`src/rtl/vanilla_wb_port_scheduler.sv`:
```
// Shares the integer register-file write port between the pipeline writeback,
// remote-load responses and the idiv unit, and issues the matching scoreboard clear.
module vanilla_wb_port_scheduler #(
   parameter int data_width_p     = 32,
   parameter int reg_addr_width_p = 5,
   parameter int starve_limit_p   = 4
) (
   input  logic                        clk_i,
   input  logic                        reset_i,
   input  logic                        pipe_wb_v_i,
   input  logic                        remote_v_i,
   input  logic [reg_addr_width_p-1:0] remote_id_i,
   input  logic [data_width_p-1:0]     remote_data_i,
   output logic                        remote_yumi_o,
   input  logic                        idiv_v_i,
   input  logic [reg_addr_width_p-1:0] idiv_id_i,
   input  logic [data_width_p-1:0]     idiv_data_i,
   output logic                        idiv_yumi_o,
   output logic                        side_wb_v_o,
   output logic [reg_addr_width_p-1:0] side_wb_id_o,
   output logic [data_width_p-1:0]     side_wb_data_o,
   output logic                        sb_clear_o,
   output logic [reg_addr_width_p-1:0] sb_clear_id_o,
   output logic                        stall_pipe_wb_o
);

   localparam int unsigned cnt_w_lp = $clog2(starve_limit_p + 1);
   localparam logic [cnt_w_lp-1:0] limit_lp = cnt_w_lp'(starve_limit_p);

   // Bit 1 of the state is the stall flag, so the stall output comes straight from a flop.
   localparam logic [1:0] idle_s  = 2'b00;
   localparam logic [1:0] wait_s  = 2'b01;
   localparam logic [1:0] stall_s = 2'b10;

   logic [1:0]          state_r, state_n;
   logic [cnt_w_lp-1:0] cnt_r, cnt_n, cnt_inc;
   logic                rr_idiv_r;
   logic                port_free, grant_remote, grant_idiv, any_grant, any_v;

   // Gated by reset so every output reads 0 during a reset cycle.
   assign stall_pipe_wb_o = state_r[1] & ~reset_i;
   assign port_free       = ~pipe_wb_v_i | stall_pipe_wb_o;

   assign grant_remote = ~reset_i & port_free & remote_v_i & (~idiv_v_i | ~rr_idiv_r);
   assign grant_idiv   = ~reset_i & port_free & idiv_v_i & (~remote_v_i | rr_idiv_r);
   assign any_grant    = grant_remote | grant_idiv;
   assign any_v        = remote_v_i | idiv_v_i;

   assign remote_yumi_o  = grant_remote;
   assign idiv_yumi_o    = grant_idiv;
   assign side_wb_v_o    = any_grant;
   assign side_wb_id_o   = grant_idiv ? idiv_id_i : remote_id_i;
   assign side_wb_data_o = grant_idiv ? idiv_data_i : remote_data_i;
   assign sb_clear_o     = any_grant;
   assign sb_clear_id_o  = side_wb_id_o;

   assign cnt_inc = cnt_r + 1'b1;

   always_comb begin
      state_n = state_r;
      cnt_n   = cnt_r;
      case (state_r)
         idle_s, wait_s: begin
            if (any_grant || !any_v) begin
               state_n = idle_s;
               cnt_n   = '0;
            end else if (cnt_inc >= limit_lp) begin
               state_n = stall_s;
               cnt_n   = cnt_inc;
            end else begin
               state_n = wait_s;
               cnt_n   = cnt_inc;
            end
         end
         default: begin
            state_n = idle_s;
            cnt_n   = '0;
         end
      endcase
   end

   always_ff @(posedge clk_i) begin
      if (reset_i) begin
         state_r   <= idle_s;
         cnt_r     <= '0;
         rr_idiv_r <= 1'b0;
      end else begin
         state_r <= state_n;
         cnt_r   <= cnt_n;
         if (any_grant)
            rr_idiv_r <= grant_remote;
      end
   end

endmodule

```
`config.mk`:
```
export PLATFORM = sky130hd
export DESIGN_NAME = vanilla_wb_port_scheduler
export DESIGN_NICKNAME = d
export VERILOG_FILES = /design/src/rtl/vanilla_wb_port_scheduler.sv
export SDC_FILE = /design/constraint.sdc
export NUM_CORES = 1
export LEC_CHECK = 0
export BUFFER_PORTS_ARGS = -buffer_cell sky130_fd_sc_hd__buf_2
export CAP_MARGIN = 20
export CORE_ASPECT_RATIO = 0.75
export CORE_UTILIZATION = 32
export CTS_BUF_LIST = sky130_fd_sc_hd__clkbuf_2 sky130_fd_sc_hd__clkbuf_4 sky130_fd_sc_hd__clkbuf_8
export DETAILED_ROUTE_END_ITERATION = 8
export PLACE_DENSITY = 0.95
export SKIP_LAST_GASP = 1
export SLEW_MARGIN = 0
export SYNTH_ARGS = -nofsm -noshare
export SYNTH_HDL_FRONTEND = slang
export SYNTH_SLANG_ARGS = --single-unit
```
`constraint.sdc`:
```
create_clock -name clk_i -period 2.67 [get_ports clk_i]
set_input_delay 0.4005 -clock clk_i [delete_from_list [all_inputs] [get_ports clk_i]]
set_output_delay 0.4005 -clock clk_i [all_outputs]
set_load 0.02 [all_outputs]
```
# After elaboration in Yosys (flattened, before gate mapping)
# Index checks and enable logic that the tools add are counted.
dict set report classes {
  n_addsub 1
  n_lt_le_gt_ge 1
  eq_ne 1
  n_mux 3
  bitwise 17
  reduce_logical 5
}
# op count
set op_table {}
lappend op_table {{32-bit 2-to-1 mux} 1}
lappend op_table {{1-bit AND} 6}
lappend op_table {{1-bit NOT} 6}
lappend op_table {{5-bit 2-to-1 mux} 1}
lappend op_table {{1-bit bitwise OR} 5}
lappend op_table {{3-bit by 1-bit adder with 3-bit output (second input constant)} 1}
lappend op_table {{3-bit greater-or-equal comparator (second input constant)} 1}
lappend op_table {{3-bit OR reduction} 1}
lappend op_table {{2-bit by 1-bit equality test with 1-bit output (second input constant)} 1}
lappend op_table {{2-bit zero test} 1}
lappend op_table {{2-bit 2-to-1 mux} 1}
lappend op_table {{2-bit OR reduction} 1}
lappend op_table {{1-bit zero test} 1}
lappend op_table {{1-bit logical OR} 1}
dict set report totals {
  reg_bits 6
  in_bits 79
  output_inout_bits 47
  wordCells 31
}

# Logic depth before layout (Yosys ltp)
# Gate-level depths: netlist of the first run.
dict set report logic_depth {
  depth_word 9
  depth_mapped 5
  depth_no_buf 3
}

# Worst setup path after synthesis of the first run
# OpenSTA, ideal clock, no wires.
dict set report synth_timing {
  path_type {reg-to-output}
  from {register state_r[1]}
  to {output port side_wb_id_o[0]}
  t_arrival_ns 1.368
  t_required_ns 2.270
  slack_ns 0.902
  stages_incl_launch_ff 6
  path_buffers 2
  cell_sequence {dfxtp_1 > nand2b_2 > nand4b_2 > buf_2 > mux2_2 > buf_4}
}
dict set report synth_via {
  elab_chain_len 6
}
# item line_no
set synth_rtl {}
lappend synth_rtl {{start, declared} 35} ;# logic [1:0] state_r, state_n;
lappend synth_rtl {{start signal, assigned} 84} ;# state_r <= idle_s;
lappend synth_rtl {{start signal, assigned} 88} ;# state_r <= state_n;
lappend synth_rtl {{1-bit AND} 41} ;# assign stall_pipe_wb_o = state_r[1] & ~reset_i;
lappend synth_rtl {{1-bit bitwise OR} 42} ;# assign port_free = ~pipe_wb_v_i | stall_pipe_wb_o;
lappend synth_rtl {{1-bit AND (3 in a row)} 45} ;# assign grant_idiv = ~reset_i & port_free & idiv_v_i & (~remote_v_i | rr_idiv_r);
lappend synth_rtl {{5-bit 2-to-1 mux} 52} ;# assign side_wb_id_o = grant_idiv ? idiv_id_i : remote_id_i;
lappend synth_rtl {{end, declared} 20} ;# output logic [reg_addr_width_p-1:0] side_wb_id_o,
# Every way passes these cells.

# Worst setup path after layout of the first run
dict set report layout_timing {
  from {register state_r[1]}
  to {output port side_wb_data_o[23]}
}
dict set report layout_via {
  elab_chain_len 6
}
# item line_no
set layout_rtl {}
lappend layout_rtl {{1-bit AND} 41}
lappend layout_rtl {{1-bit bitwise OR} 42}
lappend layout_rtl {{1-bit AND (3 in a row)} 45}
lappend layout_rtl {{32-bit 2-to-1 mux} 53} ;# assign side_wb_data_o = grant_idiv ? idiv_data_i : remote_data_i;
lappend layout_rtl {{end, declared} 21} ;# output logic [data_width_p-1:0] side_wb_data_o,
# Every way passes these cells.

==> results.md, run 1 <==
* Run status: finished, final reports clean
* RSZ-0062 raised after global routing: false
* Pins over their slew limit at 0
* Vias in the first global route at 898
* Endpoints failing hold at 0
* Setup slack at placement at 0.714 ns
* Leading cell types by total area after synthesis: sky130_fd_sc_hd__mux2_4 (36%), sky130_fd_sc_hd__mux2_2 (25%), sky130_fd_sc_hd__dfxtp_1 (13%)
* Family with the most delay on the worst path: buffers and inverters
* Leakage power total at 0.884 nW
* Post-synthesis to final-layout area growth at 78.7%
* Number of routed nets with antenna violations at 0
* Req. time, crit path at 2.27 ns
* Post-detailed-route DRC marker count at 0
* Initial antenna violation count at 0
* Number of DRC markers after the initial detailed-route iteration at 25
* Worst-case reg-to-reg path depth at 3
* Post-DR vias/cell at roughly 4.3
* Filler cell count at about 220
* Clock transition time at the flip-flop clock pins of the worst setup and hold paths at 0.04 ns
* Min-delay worst type: in -> reg
* Global-route total usage across every layer at 0.180
* Launch instance of the worst min-delay path: reset_i
* Post-synthesis cell count at 74
* Crit path from: state_r[1]$_SDFF_PP0_
* Total negative slack for setup checks at 0 ns
* Area used by multi-input combinational logic at between 600 and 700 µm²
* Setup slack after layout at 0.560 ns
* Maximum frequency from static timing analysis at between 0.4 and 0.5 GHz
* Final period demand of the worst path at ~2.1 ns
* Share of Yosys cell area claimed by the top area cell type at 0.357
* Crit Path Category: reg -> out
* Number of ports placed on the die boundary at 126
* Final period util at 0.790
* Clock tree from TritonCTS: built
* Commonest non-fill, non-tap cell in the layout: sky130_fd_sc_hd__buf_2
* Average footprint of a synthesized cell at 10.8 µm²
* Final instance area at about 1400 µm²
* Area of the core region at 2330 µm²
* CP startpoint kind: register
* Area taken by flip-flops and latches at between 100 and 150 µm²
* Total of max-cap violations at 0
* Number of library cell types mapped by synthesis at 18
* Clock latency of the later-clocked register in the worst-skew pair at around 0.24 ns
* Total number of vias at 983
* Post-Syn Nets at 154
* Net total in the final layout at 276
* Root buffer selected by CTS: sky130_fd_sc_hd__clkbuf_4
* Type of destination of the critical path: output pin
* First-pass GRT wire length at approximately 3.6 mm
* Reg2reg setup slack at around 1.6 ns
* Slowest CP cell: sky130_fd_sc_hd__mux2_2
* Cell Chain, Critical Path: nand2b_2 > nand4b_2 > buf_4 > mux2_2 > buf_2
* Number of buffers inserted by hold repair at cts at 0
* Height of the chip at 45.3 µm
* Placement Cell Area at approximately 1400 µm²
* H-tree depth at 1
* Post-Route Skew at 0.00222 ns
* Warnings, synthesis at 0
* Number of instances on the worst hold path at 2
* Max VDD drop at 281 µV
* Number of core rows at 15
* Post-DR wirelength/cell at 12.3 µm
* Endpoint arrival time on the critical path at approximately 1.7 ns
* X dimension of the die at 59.7 µm
* Pin count of the biggest net entering global routing at 23
* Cell area after synthesis at 800 µm²
* Die Area at roughly 2700 µm²
* Commonest non-fill, non-tap cells in the layout: sky130_fd_sc_hd__buf_2 (125), sky130_fd_sc_hd__mux2_4 (19), sky130_fd_sc_hd__mux2_2 (18), sky130_fd_sc_hd__nor2_1 (6), sky130_fd_sc_hd__dfxtp_1 (5)
* Post-CTS setup buffer count at 0
* Largest fanout on the critical path at 22
* Slew Limit Headroom at 0.782
* Crit path buffers/inverters at 2
* Startpoint of the lowest-slack register-to-register path: state_r[1]$_SDFF_PP0_
* Number of stages on the worst setup path at 5
* Clock net sink count at 5
* Resized cells post-CTS at 0
* Initial cell density of the core at 0.344
* Total overflow reported by the global router at 0
* Buffer levels on the longest clock path at 2
* Slew at the pin closest to its max-slew limit at between 0.3 and 0.4 ns
* Setup violations, final at 0
* Total wirelength of the detailed-routed design at 2.81 mm
* Seq/Total Area, Yosys at 0.125
* PD cells at 292 nW/µm²
* Flop and latch count out of synthesis at 5
* GP Congestion at about 0.72
* Cell type with the highest aggregate area in the netlist: sky130_fd_sc_hd__mux2_4
* Number of input and output port buffers inserted at 125
* Max incr delay on CP at 0.39 ns
* Drt pass-1 iters at 4
* Fraction of final layout cells with drive strength greater than 1 at 0.872
* Total inserted antenna cells at 0
* Clock buffer count from CTS at 3
report_power, final:
part	switching [mW]	total, mW	leakage (nW)	internal [mW]
clock network	0.0304	0.0970	0.0184	0.0666
logic	0.120	0.241	0.825	0.121
registers	0.00124	0.0786	0.0407	0.0774
total	0.152	0.417	0.884	0.265
cell families after synthesis:
| logic type | synth area share |
|---|---|
| DFF | 0.125 |
| xor gates and xnor gates | 0.0110 |
| AOI/OAI and AO/OA | 0.00625 |
| muxes | 0.610 |
| buffers and inverters | 0.114 |
| adders and majority gates | 0.0156 |
| and+or+nand+nor | 0.117 |
metal layers:
metal	wire, µm	GRT usage	vias to the layer above
li1	-	-	498
met1	1000	0.187	446
met2	1570	0.358	37
met3	224	0.0430	2
met4	14	0.0558	0
met5	0	0	-
per-stage QoR:
step	hold WS (ns)	power [mW]	cells	util
6_report	0.391	0.417	229	0.614
5_1_grt	0.404	0.445	229	0.614
4_1_cts	0.381	0.424	229	0.614
3_5_place_dp	0.419	0.322	225	0.601
3_3_place_gp	0.412	0.315	225	0.601
2_1_floorplan	0.399	0.226	74	-
flip-flops by register name, summed over array words and instances (netlist names):
| register | cells |
|---|---|
| cnt_r | 3 |
| rr_idiv_r | 1 |
| state_r | 1 |
cells in the mapped netlist:
cell type,number
sky130_fd_sc_hd__buf_2,1
sky130_fd_sc_hd__inv_1,2
sky130_fd_sc_hd__nand4b_2,1
sky130_fd_sc_hd__xnor2_1,1
sky130_fd_sc_hd__mux2_2,18
sky130_fd_sc_hd__buf_4,6
sky130_fd_sc_hd__nand2b_2,1
sky130_fd_sc_hd__a21oi_1,1
sky130_fd_sc_hd__nor2_1,6
sky130_fd_sc_hd__nor2b_1,2
sky130_fd_sc_hd__nand2_1,2
sky130_fd_sc_hd__nor3_1,3
sky130_fd_sc_hd__mux2_4,19
sky130_fd_sc_hd__dfxtp_1,5
sky130_fd_sc_hd__ha_1,1
sky130_fd_sc_hd__nand2b_1,1
sky130_fd_sc_hd__or3_1,1
sky130_fd_sc_hd__buf_6,3
final timing paths:
path,endpoint
worst max-delay path,side_wb_data_o[23]
worst min-delay path,rr_idiv_r$_SDFFE_PP0P_
worst max register to register,state_r[1]$_SDFF_PP0_
worst min register to register,cnt_r[0]$_SDFF_PP0_
layout make-up:
type,count,area share
Timing Repair Buffer,127,0.448
Multi-Input combinational cell,57,0.426
Sequential cell,5,0.0701
Tap cell,34,0.0298
Clock buffer,4,0.0210
Inverter,2,0.00525
No activity file was read; power rests on OpenSTA's default activity.
==> inputs of run 2 (changes only) <==
Settings changed: ABC_AREA from default to 1, CORE_UTILIZATION 32 to 26, PLACE_DENSITY 0.95 to 0.9.
Clock period 2.67 ns to 1.8 ns, I/O delays scaled along.
==> run 2 against run 1 <==
Against the previous run: via count increased by 30%; largest power group unchanged; first-iteration DRC count increased by 20%; cell count increased by 36%; clock skew decreased by 0.0021 ns; count of clock-buffer cells in the layout unchanged; highest routed layer unchanged; design area decreased by 1.7%; sequential power increased by 49%; largest cell class unchanged; wire length increased by 2.0%.
==> results.md, run 2 <==
* Seq/Total Area, Yosys at 0.130
* Number of buffers inserted by hold repair at cts at 0
* Initial antenna violation count at 0
* Total number of vias at 1,282
* Clock net sink count at 5
* Initial cell density of the core at 0.285
* Commonest register cell after synthesis: sky130_fd_sc_hd__dfxtp_1
* PD cells at 484 nW/µm²
* Top post-synthesis cells by count: sky130_fd_sc_hd__nand2_1 (115), sky130_fd_sc_hd__buf_4 (9), sky130_fd_sc_hd__inv_1 (6)
* Buffer levels on the longest clock path at 2
* Number of library cell types mapped by synthesis at 16
* Average footprint of a synthesized cell at 4.90 µm²
* Total negative slack for setup checks at 0 ns
* Clock latency of the later-clocked register in the worst-skew pair at 0.22 ns
* Maximum frequency from static timing analysis at approximately 0.6 GHz
* Final period demand of the worst path at 1.66 ns
* Post-Route Skew at 0.000123 ns
* Pins over their slew limit at 0
* Post-DR wirelength/cell at a little over 9 µm
* Total overflow reported by the global router at 0
* Commonest non-fill, non-tap cell in the layout: sky130_fd_sc_hd__buf_2
* Warnings, synthesis at 0
* Largest family of logic cells by synthesized area: simple AND/OR/NAND/NOR gates
* Post-Synth XOR/XNOR Area at 0.0114
* Total wirelength of the detailed-routed design at 2.87 mm
* Min-delay worst type: in -> reg
* Pin count of the biggest net entering global routing at 24
* Slew at the pin closest to its max-slew limit at between 0.15 and 0.2 ns
* Number of input and output port buffers inserted at about 130
* Cell type with the highest aggregate area in the netlist: sky130_fd_sc_hd__nand2_1
* Fraction of final layout cells with drive strength greater than 1 at 0.504
* Total of max-cap violations at 0
* Post-Syn Nets at around 240
* Clock transition time at the flip-flop clock pins of the worst setup and hold paths at 0.04 ns
* Post-Synth Adder-Cell Area at 0.0163
* Number of DRC markers after the initial detailed-route iteration at 30
* Endpoint arrival time on the critical path at between 1 and 1.5 ns
* Final period util at 0.924
* Flip-flop count of the largest register after layout at 3
* Number of enable flip-flop cells after synthesis at 0
* Top flop regs: cnt_r: 3 flops, rr_idiv_r: 1 flops, state_r: 1 flops
* Share of Yosys cell area claimed by the top area cell type at 0.561
* Clock tree from TritonCTS: built
* Leading cell types by total area after synthesis: sky130_fd_sc_hd__nand2_1 (56%), sky130_fd_sc_hd__dfxtp_1 (13%), sky130_fd_sc_hd__buf_4 (8.8%)
* WHS at 0.261 ns
* Wire length on met2 at 1.44 mm
* Die Area at about 3200 µm²
* Number of routed nets with antenna violations at 0
* Core Util, Final at 0.520
* Drt pass-1 iters at 4
* Final instance area at 1410 µm²
* Fraction of the mapped netlist area in simple logic gates at 0.633
* Type of destination of the critical path: output pin
* Commonest non-fill, non-tap cells in the layout: sky130_fd_sc_hd__buf_2 (125), sky130_fd_sc_hd__nand2_1 (115), sky130_fd_sc_hd__inv_1 (6), sky130_fd_sc_hd__nor2_1 (5), sky130_fd_sc_hd__dfxtp_1 (5)
* Length of routed met3 wiring at roughly 250 µm
* Share of cell area taken by muxes after synthesis at 0
* Flop and latch count out of synthesis at 5
* Placement Cell Area at 1350 µm²
* Leakage power total at 0.983 nW
* Global-route total usage across every layer at 0.183
* Crit Path Category: reg -> out
* Cell area after synthesis at around 770 µm²
* Met1 wire length at 1.14 mm
* Post-DP HPWL at about 2.4 mm
* Root buffer selected by CTS: sky130_fd_sc_hd__clkbuf_8
* First-pass GRT wire length at 4.78 mm
* Run status: finished, final reports clean
* Max VDD drop at around 500 µV
* Area fraction in compound gates after synthesis at 0.0179
* CP startpoint kind: register
* Setup violations, final at 0
* Req. time, crit path at 1.53 ns
* Net total in the final layout at 357
* Post-synthesis to final-layout area growth at 82.6%
* Largest fanout on the critical path at 15
* Number of core rows at 16
* X dimension of the die at between 60 and 70 µm
* Post-detailed-route DRC marker count at 0
* Area of the core region at between 2000 and 3000 µm²
* RSZ-0062 raised after global routing: false
* Clock buffer count from CTS at 3
* Total inserted antenna cells at 0
* Leading cell type by number of instances after synthesis: sky130_fd_sc_hd__nand2_1
* H-tree depth at 1
* Endpoints failing hold at 0
* Top routing layer in use: met4
* Slew Limit Headroom at 0.879
* GP Congestion at 0.699
* Register with the most flip-flops: cnt_r
* Post-synthesis cell count at 157
* Vias in the first global route at 1,214
* Share of synthesized registers carrying an async set or reset at 0
* Number of ports placed on the die boundary at 126
* Height of the chip at 49.1 µm
* Post-DR vias/cell at approximately 4.1
* Pwr Total at between 600 and 700 µW
[run 2: worst paths after layout]
check,slack (ns),end,from,depth (start not counted)
hold / removal,0.26,rr_idiv_r$_SDFFE_PP0P_,reset_i,2
setup reg to reg,0.91,state_r[1]$_SDFF_PP0_,cnt_r[0]$_SDFF_PP0_,3
hold reg to reg,0.43,cnt_r[0]$_SDFF_PP0_,cnt_r[0]$_SDFF_PP0_,1
setup / recovery,0.14,sb_clear_id_o[0],state_r[1]$_SDFF_PP0_,8
[run 2: kinds of logic (layout without fill, tap and decap cells)]
group                      Yosys count  count (layout)
DFF                                  5               5
buffers and inverters               22             141
xor gates and xnor gates             1               1
and+or+nand+nor                    126             126
adders and majority gates            1               1
AOI/OAI and AO/OA                    2               2
[run 2: final cells by class]
type / count / area, µm²
clock buffers: 4 / 48.8
fillers: 295 / 1300
inverters: 8 / 30.0
multi-input cells: 130 / 522
flip-flops and latches: 5 / 100
well taps: 36 / 45.0
repair buffers: 129 / 659
[run 2: power breakdown]
part | switching [mW] | internal (mW) | leakage, nW | total, mW
Sequential | 0.00203 | 0.114 | 0.0406 | 0.117
Combinational | 0.196 | 0.142 | 0.916 | 0.338
Clock | 0.0592 | 0.167 | 0.0262 | 0.227
Total | 0.257 | 0.424 | 0.983 | 0.681
[run 2: what timing repair did]
item	4_1_cts	5_1_grt
hold endpoints to repair	0	0
gates resized for setup	0	1
buffers inserted	0	0
endpoints found under the setup margin	0	3
[run 2: layer usage]
layer | up-vias | GRT usage
met5 | - | 0
met4 | 0 | 0.0593
met3 | 5 | 0.0421
met2 | 57 | 0.356
met1 | 526 | 0.190
li1 | 694 | -
[run 2: worst max-delay path: stages, from the launching register on]
cell,delay [ns]
sky130_fd_sc_hd__dfxtp_1,0.31
sky130_fd_sc_hd__inv_2,0.05
sky130_fd_sc_hd__a21oi_2,0.14
sky130_fd_sc_hd__nand2_2,0.09
sky130_fd_sc_hd__inv_2,0.06
sky130_fd_sc_hd__buf_4,0.19
sky130_fd_sc_hd__nand2_1,0.07
sky130_fd_sc_hd__nand2_1,0.08
sky130_fd_sc_hd__buf_2,0.17
[run 2: per-stage QoR]
stage | setup slack [ns] | instances
finish | 0.137 | 312
global route | 0.0363 | 312
CTS | 0.103 | 312
detailed placement | 0.283 | 308
global placement | 0.326 | 308
floorplan | 0.309 | 157
